--- src/rtl/mod47_pkg.sv ---
// Shared types and the mod-47 constant-multiply reference function for the
// mod47_scale_sched slice.
package mod47_pkg;

  localparam int MOD = 47;
  localparam int W   = 6;

  typedef logic [5:0] residue_t;

  typedef enum logic [1:0] {
    IDLE = 2'd0,
    RUN  = 2'd1,
    DONE = 2'd2
  } state_t;

  function automatic residue_t mulc_mod(input residue_t x, input residue_t c);
    logic [11:0] prod;
    prod = 12'(x) * 12'(c);
    return residue_t'(prod % 12'(MOD));
  endfunction

endpackage

--- src/rtl/mod47_scale_sched_if.sv ---
// Request/response bundle between residue producers, mod47_scale_sched and
// the downstream modular datapath.
interface mod47_scale_sched_if #(
  parameter int NREQ = 2,
  parameter int W    = 6,
  parameter int KW   = 4
);
  localparam int IDW = $clog2(NREQ);

  logic [NREQ-1:0]    req_valid;
  logic [NREQ-1:0]    req_ready;
  logic [NREQ*W-1:0]  req_x;
  logic [NREQ*KW-1:0] req_k;
  logic               rsp_valid;
  logic               rsp_ready;
  logic [W-1:0]       rsp_y;
  logic [IDW-1:0]     rsp_id;
  logic               rsp_err;

  modport master (
    output req_valid, req_x, req_k, rsp_ready,
    input  req_ready, rsp_valid, rsp_y, rsp_id, rsp_err
  );

  modport slave (
    input  req_valid, req_x, req_k, rsp_ready,
    output req_ready, rsp_valid, rsp_y, rsp_id, rsp_err
  );

endinterface

--- src/rtl/mod47_mulc_lut.sv ---
// Combinational y = x*CONST mod 47 table; input must be a legal residue.
module mod47_mulc_lut
  import mod47_pkg::*;
#(
  parameter int CONST = 9
) (
  input  residue_t x,
  output residue_t y
);

  assign y = mulc_mod(x, residue_t'(CONST));

endmodule

--- src/rtl/mod47_scale_sched.sv ---
// Round-robin sequencer sharing one mod-47 multiply LUT; each job runs k passes.
// Optional completed-response counter: define MOD47_SCALE_SCHED_STATS_EN.
module mod47_scale_sched #(
  parameter int W     = 6,
  parameter int MOD   = 47,
  parameter int CONST = 9,
  parameter int KW    = 4,
  parameter int NREQ  = 2
) (
  input  logic               clk,
  input  logic               rst,
  mod47_scale_sched_if.slave bus
`ifdef MOD47_SCALE_SCHED_STATS_EN
  ,
  output logic [15:0]        op_count
`endif
);
  import mod47_pkg::*;

  localparam int IDW = $clog2(NREQ);

  state_t          state_r, state_nx_s;
  residue_t        acc_r, lut_y_s;
  logic [KW-1:0]   cnt_r;
  logic [IDW-1:0]  id_r, rr_ptr_r, gnt_id_s;
  logic            err_r;
  logic            rsp_valid_r, rsp_err_r;
  logic [W-1:0]    rsp_y_r;
  logic [IDW-1:0]  rsp_id_r;
  logic [NREQ-1:0] grant_s;
  logic            found_s, accept_s, rsp_fire_s, bad_x_s;
  int              idx_s;
  logic [W-1:0]    sel_x_s;
  logic [KW-1:0]   sel_k_s;

  mod47_mulc_lut #(.CONST(CONST)) u_lut (.x(acc_r), .y(lut_y_s));

  // Round-robin grant search starting at rr_ptr, only while idle.
  always_comb begin
    grant_s  = '0;
    gnt_id_s = '0;
    found_s  = 1'b0;
    idx_s    = 0;
    if (state_r == IDLE) begin
      for (int i = 0; i < NREQ; i++) begin
        idx_s = (int'(rr_ptr_r) + i) % NREQ;
        if (!found_s && bus.req_valid[idx_s]) begin
          found_s        = 1'b1;
          grant_s[idx_s] = 1'b1;
          gnt_id_s       = IDW'(idx_s);
        end else begin
          found_s = found_s;
        end
      end
    end else begin
      grant_s = '0;
    end
  end

  assign accept_s   = found_s;
  assign sel_x_s    = bus.req_x[int'(gnt_id_s)*W +: W];
  assign sel_k_s    = bus.req_k[int'(gnt_id_s)*KW +: KW];
  assign bad_x_s    = (sel_x_s >= W'(MOD));
  assign rsp_fire_s = (state_r == DONE) && rsp_valid_r && bus.rsp_ready;

  // Next-state decode.
  always_comb begin
    state_nx_s = state_r;
    case (state_r)
      IDLE: begin
        if (accept_s) begin
          if (bad_x_s || (sel_k_s == KW'(0))) begin
            state_nx_s = DONE;
          end else begin
            state_nx_s = RUN;
          end
        end else begin
          state_nx_s = IDLE;
        end
      end
      RUN: begin
        if (cnt_r == KW'(1)) begin
          state_nx_s = DONE;
        end else begin
          state_nx_s = RUN;
        end
      end
      DONE: begin
        if (rsp_fire_s) begin
          state_nx_s = IDLE;
        end else begin
          state_nx_s = DONE;
        end
      end
      default: state_nx_s = IDLE;
    endcase
  end

  // State, job registers and registered response.
  always_ff @(posedge clk or posedge rst) begin
    if (rst) begin
      state_r     <= IDLE;
      acc_r       <= '0;
      cnt_r       <= '0;
      id_r        <= '0;
      err_r       <= 1'b0;
      rr_ptr_r    <= '0;
      rsp_valid_r <= 1'b0;
      rsp_y_r     <= '0;
      rsp_id_r    <= '0;
      rsp_err_r   <= 1'b0;
    end else begin
      state_r <= state_nx_s;
      case (state_r)
        IDLE: begin
          if (accept_s) begin
            id_r  <= gnt_id_s;
            cnt_r <= sel_k_s;
            acc_r <= bad_x_s ? residue_t'(6'd0) : residue_t'(sel_x_s);
            err_r <= bad_x_s;
          end
        end
        RUN: begin
          acc_r <= lut_y_s;
          cnt_r <= cnt_r - KW'(1);
        end
        // First DONE cycle publishes the result; it then holds until taken.
        DONE: begin
          if (!rsp_valid_r) begin
            rsp_valid_r <= 1'b1;
            rsp_y_r     <= W'(acc_r);
            rsp_id_r    <= id_r;
            rsp_err_r   <= err_r;
          end else if (bus.rsp_ready) begin
            rsp_valid_r <= 1'b0;
            rr_ptr_r    <= (id_r == IDW'(NREQ - 1)) ? IDW'(0) : id_r + IDW'(1);
          end
        end
        default: state_r <= IDLE;
      endcase
    end
  end

  assign bus.req_ready = grant_s;
  assign bus.rsp_valid = rsp_valid_r;
  assign bus.rsp_y     = rsp_y_r;
  assign bus.rsp_id    = rsp_id_r;
  assign bus.rsp_err   = rsp_err_r;

`ifdef MOD47_SCALE_SCHED_STATS_EN
  logic [15:0] op_count_r;

  // Saturating count of response handshakes, errors included.
  always_ff @(posedge clk or posedge rst) begin
    if (rst) begin
      op_count_r <= 16'd0;
    end else if (rsp_fire_s && (op_count_r != 16'hFFFF)) begin
      op_count_r <= op_count_r + 16'd1;
    end
  end

  assign op_count = op_count_r;
`endif

endmodule
--- src/flat_wrapper.sv ---
// flat-port wrapper written by rule: the top's interface ports become plain ports
module mod47_scale_sched_flat import mod47_pkg::*;
#(
  parameter int W     = 6,
  parameter int MOD   = 47,
  parameter int CONST = 9,
  parameter int KW    = 4,
  parameter int NREQ  = 2
)
  (clk, rst, bus_req_valid, bus_req_x, bus_req_k, bus_rsp_ready, bus_req_ready, bus_rsp_valid, bus_rsp_y, bus_rsp_id, bus_rsp_err);
  mod47_scale_sched_if #(.NREQ(NREQ), .W(W), .KW(KW)) bus_i ();
  input  logic clk;
  input  logic rst;
  input wire logic [$bits(bus_i.req_valid)-1:0] bus_req_valid;
  input wire logic [$bits(bus_i.req_x)-1:0] bus_req_x;
  input wire logic [$bits(bus_i.req_k)-1:0] bus_req_k;
  input wire logic [$bits(bus_i.rsp_ready)-1:0] bus_rsp_ready;
  output wire logic [$bits(bus_i.req_ready)-1:0] bus_req_ready;
  output wire logic [$bits(bus_i.rsp_valid)-1:0] bus_rsp_valid;
  output wire logic [$bits(bus_i.rsp_y)-1:0] bus_rsp_y;
  output wire logic [$bits(bus_i.rsp_id)-1:0] bus_rsp_id;
  output wire logic [$bits(bus_i.rsp_err)-1:0] bus_rsp_err;
  assign bus_i.req_valid = bus_req_valid;
  assign bus_i.req_x = bus_req_x;
  assign bus_i.req_k = bus_req_k;
  assign bus_i.rsp_ready = bus_rsp_ready;
  assign bus_req_ready = bus_i.req_ready;
  assign bus_rsp_valid = bus_i.rsp_valid;
  assign bus_rsp_y = bus_i.rsp_y;
  assign bus_rsp_id = bus_i.rsp_id;
  assign bus_rsp_err = bus_i.rsp_err;
  mod47_scale_sched #(.W(W), .MOD(MOD), .CONST(CONST), .KW(KW), .NREQ(NREQ)) u_core (.clk(clk), .rst(rst), .bus(bus_i));
endmodule
--- config.mk ---
export PLATFORM = sky130hd
export DESIGN_NAME = mod47_scale_sched_flat
export DESIGN_NICKNAME = d
export VERILOG_FILES = /design/src/rtl/mod47_pkg.sv /design/src/rtl/mod47_scale_sched_if.sv /design/src/rtl/mod47_mulc_lut.sv /design/src/rtl/mod47_scale_sched.sv /design/src/flat_wrapper.sv
export SDC_FILE = /design/constraint.sdc
export NUM_CORES = 1
export LEC_CHECK = 0
export ABC_AREA = 1
export CAP_MARGIN = 20
export CELL_PAD_IN_SITES_DETAIL_PLACEMENT = 1
export CELL_PAD_IN_SITES_GLOBAL_PLACEMENT = 2
export CORE_ASPECT_RATIO = 1.2
export CORE_MARGIN = 2
export CORE_UTILIZATION = 30
export DETAILED_ROUTE_END_ITERATION = 7
export GPL_ROUTABILITY_DRIVEN = 1
export PLACE_DENSITY_LB_ADDON = 0.25
export SLEW_MARGIN = 10
export SYNTH_ARGS = -nofsm -noshare
export SYNTH_HDL_FRONTEND = slang
export SYNTH_SLANG_ARGS = --single-unit
--- constraint.sdc ---
create_clock -name clk -period 5.2 [get_ports clk]
set_input_delay 0.52 -clock clk [delete_from_list [all_inputs] [get_ports clk]]
set_output_delay 0.52 -clock clk [all_outputs]
set_load 0.02 [all_outputs]
==> results of run 1 <==
## repair_timing
action                                  in CTS  in global routing
pin swaps                                    1                 18
gates resized for setup                      2                 25
cloned                                       0                  1
endpoints found under the setup margin       5                  6
setup buffers                                2                 16
## critical path, delay by kind of cell (launching register included)
| family | cells | cell delay (ns) |
|---|---|---|
| buf+inv | 6 | 0.43 |
| simple gates | 26 | 2.37 |
| fa+ha+maj | 5 | 1.32 |
| compound gates | 1 | 0.22 |
| flops | 1 | 0.44 |
## registers in the layout (all words and copies together) (netlist names)
name and cells:
u_core.cnt_r 4, u_core.bus.rsp_err 1, u_core.bus.rsp_y 6, u_core.bus.rsp_id 1, u_core.err_r 1, u_core.bus.rsp_valid 1, u_core.id_r 1, u_core.acc_r 6
u_core.state_r 2, u_core.rr_ptr_r 1
## metal layers
layer  share of wire (%)  wire length [um]  global-route usage (%)
met3                 1.9               134                   1.185
met5                   0                 0                       0
met2                  55              3978                   30.18
met1                  41              2926                   17.99
met4                 2.2               155                   2.922
## through the flow
stage	utilization (%)	setup TNS (ns)	setup WS [ns]	hold slack [ns]	instance area, um^2
after detailed placement	37.35	-0.2718	-0.08262	0.4806	3062
after floorplan	-	0	0.6627	0.4367	2550
final	40.98	0	0.3350	0.4853	3359
after CTS	38.25	0	0.01516	0.4919	3136
after global routing	40.98	-0.1954	-0.06417	0.5266	3359
after global placement	37.35	0	0.1338	0.4579	3062
## worst max path at each step
stage	to	slack [ns]
global route	u_core.acc_r[0]	-0.06
CTS	u_core.acc_r[0]	0.02
floorplan	u_core.acc_r[0]	0.66
finish	u_core.acc_r[0]	0.34
global placement	u_core.acc_r[1]	0.13
detailed placement	u_core.acc_r[0]	-0.08
## logic make-up (layout without fill, tap and decap cells)
logic type / Yosys count / after routing / synth area share [%]
xor gates and xnor gates: 6 / 6 / 2.061
adders and majority gates: 15 / 15 / 7.655
AOI/OAI and AO/OA: 41 / 41 / 9.716
DFF: 24 / 24 / 23.55
and+or+nand+nor: 225 / 226 / 44.11
buffers and inverters: 65 / 123 / 9.716
muxes: 8 / 8 / 3.189
## synth_stat cells, drive strengths merged
cell    instances
a21oi          10
a41oi           1
clkbuf          4
clkinv          1
dfrtp          24
fa              1
ha             14
inv            60
mux2            1
mux2i           7
nand2         144
nand3          44
nand3b          3
nand4           3
nor2           29
nor3            1
o211ai          2
o21ai          26
o21bai          1
o22ai           1
or2             1
xnor2           4
xor2            2
## layout make-up
class	instances	share of cell area, %
multi-input cells	296	53.71
flip-flops and latches	24	17.91
well taps	114	4.246
clock buffers	4	1.639
inverters	61	6.816
repair buffers	58	15.68
==> results.sh, run 1 <==
export IMPL_synth_cell_types=35
export IMPL_post_route_drc_count=0
export IMPL_timing_setup_critical_path_class="register to register"
export IMPL_clk_insertion_delay_late_ns=0.26
export IMPL_critical_path_reg2reg_startpoint="u_core.acc_r[4]"
export IMPL_worstHoldPathCells=1
export IMPL_port_buffers=35
export IMPL_crit_required_ns=5.35
export IMPL_clock_root_buffer="clkbuf_8"
export IMPL_slew_headroom_pct=36.47
export IMPL_setup_viol_count_final=0
export IMPL_most_used_cells_in_the_layout_excluding_fill_and_tap_cells="nand2_1 (108), inv_1 (53), clkdlybuf4s50_1 (35), nand3_1 (34), nand2_2 (27)"
export IMPL_endpoint_kind="register"
export IMPL_syn_num_nets=424
export IMPL_finalMaxSlewViolations=0
export IMPL_drt_pass1_iterations=4
export IMPL_worst_path_max_delay_cell="fa_2"
export IMPL_timing_hold_worst_class="register to register"
export IMPL_antenna_found_initial=0
export IMPL_routed_via_density=4.752
export IMPL_cts_h_tree_lvls=1
export IMPL_netlist_top_cell_by_area="dfrtp_1"
export IMPL_post_synth_cell_area_avg_um2=6.640
export IMPL_coreArea_um2=8198
export IMPL_layout_area_seq_um2=601.8
export IMPL_hpwlAfterDp_um=5815
export IMPL_numCtsBuffers=3
export IMPL_finalWeightedCongestion=0.8289
export IMPL_initial_core_util_pct=31.11
export IMPL_cts_num_sinks=24
export IMPL_max_freq_mhz=205.6
export IMPL_maxCapViolations=0
export IMPL_placed_cells=534
export IMPL_outcome="finished clean"
export IMPL_share_of_cells_above_drive_strength_1_pct=23.70
export IMPL_synth_yosys_warnings=0
export IMPL_clock_path_buffers=2
export IMPL_io_pins=36
export IMPL_area_growth_synth_to_final_pct=31.75
export IMPL_grt_overall_usage_pct=15.53
export IMPL_timing_reg2reg_setup_slack_ns=0.34
export IMPL_tritoncts="built"
export IMPL_num_nets_final=484
export IMPL_wire_per_inst_um=12.92
export IMPL_synthesis_instances=384
export IMPL_timing_final_crit_period_ns=4.865
export IMPL_synth_seq_cells=24
export IMPL_critical_path_fanout_max=5
export IMPL_antenna_diode_count=0
export IMPL_grt_remaining_overflow=0
export IMPL_synth_seq_area_share_pct=23.55
export IMPL_row_count=36
export IMPL_timing_critical_path_from_type="register"
export IMPL_clk_transition_reported_paths_ns=0.08
export IMPL_timing_final_hold_violations=0
export IMPL_synth_area_um2=2550
export IMPL_finish_cell_count_without_fillers=557
export IMPL_post_synth_top_area_fraction_pct=23.55
export IMPL_critical_path_arrival_ns=5.02
export IMPL_die_height_um=105.0
export IMPL_floorplan_die_area_um2=9256
export IMPL_first_global_vias=2621
export IMPL_r2r_worst_path_cells=38
export IMPL_hold_path_end="u_core.rr_ptr_r"
export IMPL_timing_final_crit_share_pct=93.56
export IMPL_finClkSkew_ns=0.002765
export IMPL_synth_area_leaders="dfrtp_1 (24%), nand2_1 (17%), inv_1 (8.1%)"
export IMPL_fillCellCount=1062
export IMPL_ant_nets=0
export IMPL_first_iter_violations=48
export IMPL_cp_startpoint="u_core.acc_r[4]"
export IMPL_multi_input_area_um2=1804
export IMPL_most_frequent_standard_cell_in_the_layout_excluding_fill_and_tap_cells="nand2_1"
export IMPL_critical_path_reg2reg_endpoint="u_core.acc_r[0]"
export IMPL_cpPeakStageDelay_ns=0.57
export IMPL_finalWirelength_um=7195
export IMPL_worstMarginPinSlew_ns=0.9520
export IMPL_grt_first_pass_wirelength_um=11760
export IMPL_dieWidth_um=88.16
export IMPL_grt_max_degree=25
export IMPL_detailroute_via_count=2647
export IMPL_hold_path_startpoint="u_core.id_r"
export IMPL_holdBufCountCts=0
Power of run 1 is left out: the tool's default activity adds up to more than one toggle a clock period on the data nets, which glitch-free logic cannot reach.
==> run 2: changes to the inputs <==
CORE_UTILIZATION = 35   (was 30)
DONT_BUFFER_PORTS = 1   (was unset)
GPL_TIMING_DRIVEN = 0   (was unset)
SLEW_MARGIN = unset   (was 10)
==> results.sh, run 2 (same netlist as run 1, synthesis figures left out) <==
export IMPL_die_height_um=97.50
export IMPL_finalWeightedCongestion=0.8028
export IMPL_antenna_found_initial=0
export IMPL_row_count=34
export IMPL_detailroute_via_count=2471
export IMPL_cts_h_tree_lvls=1
export IMPL_clk_insertion_delay_late_ns=0.26
export IMPL_share_of_cells_above_drive_strength_1_pct=26.57
export IMPL_post_route_drc_count=0
export IMPL_grt_overall_usage_pct=17.57
export IMPL_worstMarginPinSlew_ns=0.9188
export IMPL_dieWidth_um=81.92
export IMPL_worst_path_max_delay_cell="dfrtp_2"
export IMPL_clock_path_buffers=2
export IMPL_numCtsBuffers=3
export IMPL_hold_slack_ns=0.3434
export IMPL_antenna_diode_count=0
export IMPL_critical_path_arrival_ns=5.05
export IMPL_most_frequent_standard_cell_in_the_layout_excluding_fill_and_tap_cells="nand2_1"
export IMPL_clk_transition_reported_paths_ns=0.09
export IMPL_setup_viol_count_final=0
export IMPL_wire_per_inst_um=13.57
export IMPL_r2r_worst_path_cells=39
export IMPL_coreArea_um2=7147
export IMPL_crit_required_ns=5.40
export IMPL_grt_max_degree=25
export IMPL_finalMaxSlewViolations=0
export IMPL_maxCapViolations=0
export IMPL_most_used_cells_in_the_layout_excluding_fill_and_tap_cells="nand2_1 (111), inv_1 (53), nand3_1 (34), nand2_2 (27), buf_4 (25)"
export IMPL_crit_path_frequent_cell="nand2_2"
export IMPL_io_pins=36
export IMPL_critical_path_fanout_max=6
export IMPL_outcome="finished clean"
export IMPL_cpPeakStageDelay_ns=0.45
export IMPL_timing_setup_critical_path_class="register to register"
export IMPL_timing_critical_path_from_type="register"
export IMPL_clock_root_buffer="clkbuf_8"
export IMPL_port_buffers=0
export IMPL_cts_num_sinks=24
export IMPL_area_growth_synth_to_final_pct=17.91
export IMPL_timing_hold_worst_class="input pin to asynchronous set/reset pin"
export IMPL_grt_remaining_overflow=0
export IMPL_num_nets_final=455
export IMPL_finalWirelength_um=6838
export IMPL_slew_headroom_pct=38.68
export IMPL_hpwlAfterDp_um=5510
export IMPL_ant_nets=0
export IMPL_holdBufCountCts=0
export IMPL_timing_final_hold_violations=0
export IMPL_routed_via_density=4.903
export IMPL_max_freq_mhz=206.1
export IMPL_drt_pass1_iterations=4
export IMPL_timing_reg2reg_setup_slack_ns=0.35
export IMPL_timing_final_crit_period_ns=4.851
export IMPL_tritoncts="built"
export IMPL_endpoint_kind="register"
export IMPL_critical_path_reg2reg_endpoint="u_core.acc_r[3]"
export IMPL_grt_first_pass_wirelength_um=11300
export IMPL_first_iter_violations=44
export IMPL_initial_core_util_pct=35.68
export IMPL_floorplan_die_area_um2=7987
export IMPL_first_global_vias=2514
export IMPL_timing_final_crit_share_pct=93.29
export IMPL_critical_path_reg2reg_startpoint="u_core.acc_r[1]"
export IMPL_finClkSkew_ns=0.008171
## run 2: critical path, delay by kind of cell (launching register included)
| kind | cells | cell delay [ns] |
|---|---|---|
| buffers and inverters | 4 | 0.21 |
| adder cells (fa/ha/maj) | 5 | 1.11 |
| flip-flops | 1 | 0.45 |
| AO/OA/AOI/OAI | 2 | 0.35 |
| AND/OR/NAND/NOR | 28 | 2.65 |
## run 2: area by class of cell
| class | instances | area (um^2) |
|---|---|---|
| Inverter | 61 | 229.0 |
| Timing Repair Buffer | 25 | 187.7 |
| Fill cell | 945 | 4140 |
| Tap cell | 90 | 112.6 |
| Buffer | 4 | 18.77 |
| Sequential cell | 24 | 606.8 |
| Clock buffer | 4 | 55.05 |
| Multi-Input combinational cell | 296 | 1797 |
## run 2: routing by layer
| layer | GRT usage (%) | routed length, um |
|---|---|---|
| met5 | 0 | 0 |
| met4 | 3.718 | 110 |
| met3 | 2.230 | 191 |
| met2 | 32.71 | 3738 |
| met1 | 20.80 | 2797 |
## run 2: timing repair
item                                    in CTS  in global routing
resized for setup                            4                 22
endpoints found under the hold margin        0                  0
endpoints found under the setup margin       6                  6
setup buffers                                3                 22
gates cloned                                 0                  1
pin swaps                                    1                 18
## run 2: worst max-delay path by stage
stage | from | end | cells after the start
detailed placement | u_core.acc_r[4] | u_core.acc_r[4] | 34
global route | u_core.acc_r[1] | u_core.acc_r[0] | 41
finish | u_core.acc_r[1] | u_core.acc_r[3] | 39
global placement | u_core.acc_r[4] | u_core.acc_r[4] | 34
floorplan | u_core.acc_r[4] | u_core.acc_r[0] | 38
CTS | u_core.acc_r[1] | u_core.acc_r[3] | 39
## run 2: metrics by stage
step	utilization (%)	cells	area (um^2)	setup WS [ns]	TNS (ns)
after detailed placement	37.25	474	2663	-0.09700	-0.3782
after CTS	38.41	481	2745	0.01117	0
final	42.07	504	3007	0.3488	0
after global routing	42.07	504	3007	-0.03326	-0.08952
after global placement	37.25	474	2663	-0.02531	-0.02531
after floorplan	-	384	2550	0.6627	0
Power of run 2 is left out for the same reason.
==> run 3: changes to the inputs <==
CTS_CLUSTER_DIAMETER = 40   (was unset)
==> results of run 3 <==
No change in the layout: final DEF, timing and power equal those of run 2.
Power of run 3 is left out for the same reason.
==> RTL edit (config.mk and constraints of run 1) <==
The 3 states of `state_t` get a one-hot encoding in 3 bits.
--- a/src/rtl/mod47_pkg.sv
+++ b/src/rtl/mod47_pkg.sv
@@ -7,10 +7,10 @@
 
   typedef logic [5:0] residue_t;
 
-  typedef enum logic [1:0] {
-    IDLE = 2'd0,
-    RUN  = 2'd1,
-    DONE = 2'd2
+  typedef enum logic [2:0] {
+    IDLE = 3'b001,
+    RUN  = 3'b010,
+    DONE = 3'b100
   } state_t;
 
   function automatic residue_t mulc_mod(input residue_t x, input residue_t c);
Function: same outputs for any inputs over 4 cycles, from zero or initial values and one cycle with rst high; so few cycles prove little.
==> RTL edit against run 1 <==
- routed wire length is 1.6% higher
- maximum frequency is 0.48% lower
- die area is 6.0% higher
- synthesized area is 6.2% higher
- sequential cell count is 1 higher
- setup slack worse by 0.023 ns
- cell area is 2.2% higher
- cell count stayed put
- critical path depth is 1 lower
- via count is 1.4% lower
- critical path type unchanged
- largest cell class unchanged
Power is not shown: default switching activity piles up to over one toggle a cycle in this logic, so the estimate is an artifact.
==> RTL edit: results (changes against run 1) <==
Status
  – Status: completed (unchanged)

Placed design
  – DP Worst Slack: 0.03153 ns (was -0.08262 ns)
  – Placed Area: 3208 µm² (was 3062 µm²)
  – Placer Congestion: 0.8529 (was 0.8289)
  – Placed Cells: 543 (was 534)
  – Hpwl dp: 6072 µm (was 5815 µm)

Finish
  – #MultiIn Comb: 294 (was 296)
  – Proportion of layout cells with a drive suffix above 1: 27.23% (was 23.70%)
  – Final Net Count: 474 (was 484)
  – Multi-input gate area in the final layout: 1897 µm² (was 1804 µm²)
  – Final core occ: 38.63% (was 40.98%)
  – Non-clock buffering overhead: 13.19% (was 15.68%)
  – Filler cells: 1150 (was 1062)
  – Clock-cell share: 1.348% (was 1.639%)
  – Fraction of standard cell area that is sequential: 18.36% (was 17.91%)
  – Inverter count: 68 (was 61)

Critical path
  – R2r endpoint: u_core.acc_r[1] (was u_core.acc_r[0])
  – R2R cell count: 37 (was 38)
  – CP peak stage delay: 0.46 ns (was 0.57 ns)

Synthesis
  – Synth top area cells: dfrtp_1, nand2_1, inv_1 (unchanged)
  – #FFs+latches synth: 25 (was 24)
  – Syn Nets: 425 (was 424)
  – Seq/Total Area, Yosys: 23.14% (was 23.55%)
  – Library cells used by synthesis: 45 (was 35)

Hold path
  – Min-delay worst type: in2async (was reg2reg)

Die
  – Taps Inserted: 120 (was 114)

Global route
  – Met3 usage: 0.8362% (was 1.185%)
  – Met2 usage: 30.12% (was 30.18%)
  – First-pass GRT wire length: 12100 µm (was 11760 µm)
  – Largest net degree at the start of global routing: 26 (was 25)

Routing
  – Total wire length: 7309 µm (was 7195 µm)
  – DR iter-0 viols: 63 (was 48)

CTS
  – # resized after CTS: 0 (was 2)

Timing
  – Minimum clock period: 4.888 ns (was 4.865 ns)
  – Measured slew at the worst slew-check pin: 0.9005 ns (was 0.9520 ns)
==> RTL edit: cell types whose count changed in the layout (fill, tap and decap cells not counted), sizes merged, moves of 2 or more <==
cell	before	now
buf	23	11
inv	60	67
nand2	145	139
ha	14	10
nor3	1	5
o21ai	26	22
nand4	3	6
o221ai	0	3
a22oi	0	2
nand3	44	42
nor2	29	31
xnor2	4	2
==> RTL edit: layer usage <==
| layer | vias up | share of wire, % |
|---|---|---|
| met5 | - | 0 |
| met4 | 0 | 1.3 |
| met3 | 8 | 1.5 |
| met2 | 31 | 54 |
| met1 | 1229 | 43 |
| li1 | 1341 | - |
==> RTL edit: cell families after synthesis <==
kind of cell / after synthesis / synth area share, %
xor gates and xnor gates: 4 / 1.294
adders and majority gates: 11 / 5.358
and+or+nand+nor: 228 / 46.28
AOI/OAI and AO/OA: 41 / 10.21
muxes: 9 / 3.418
DFF: 25 / 23.14
buffers and inverters: 71 / 10.30
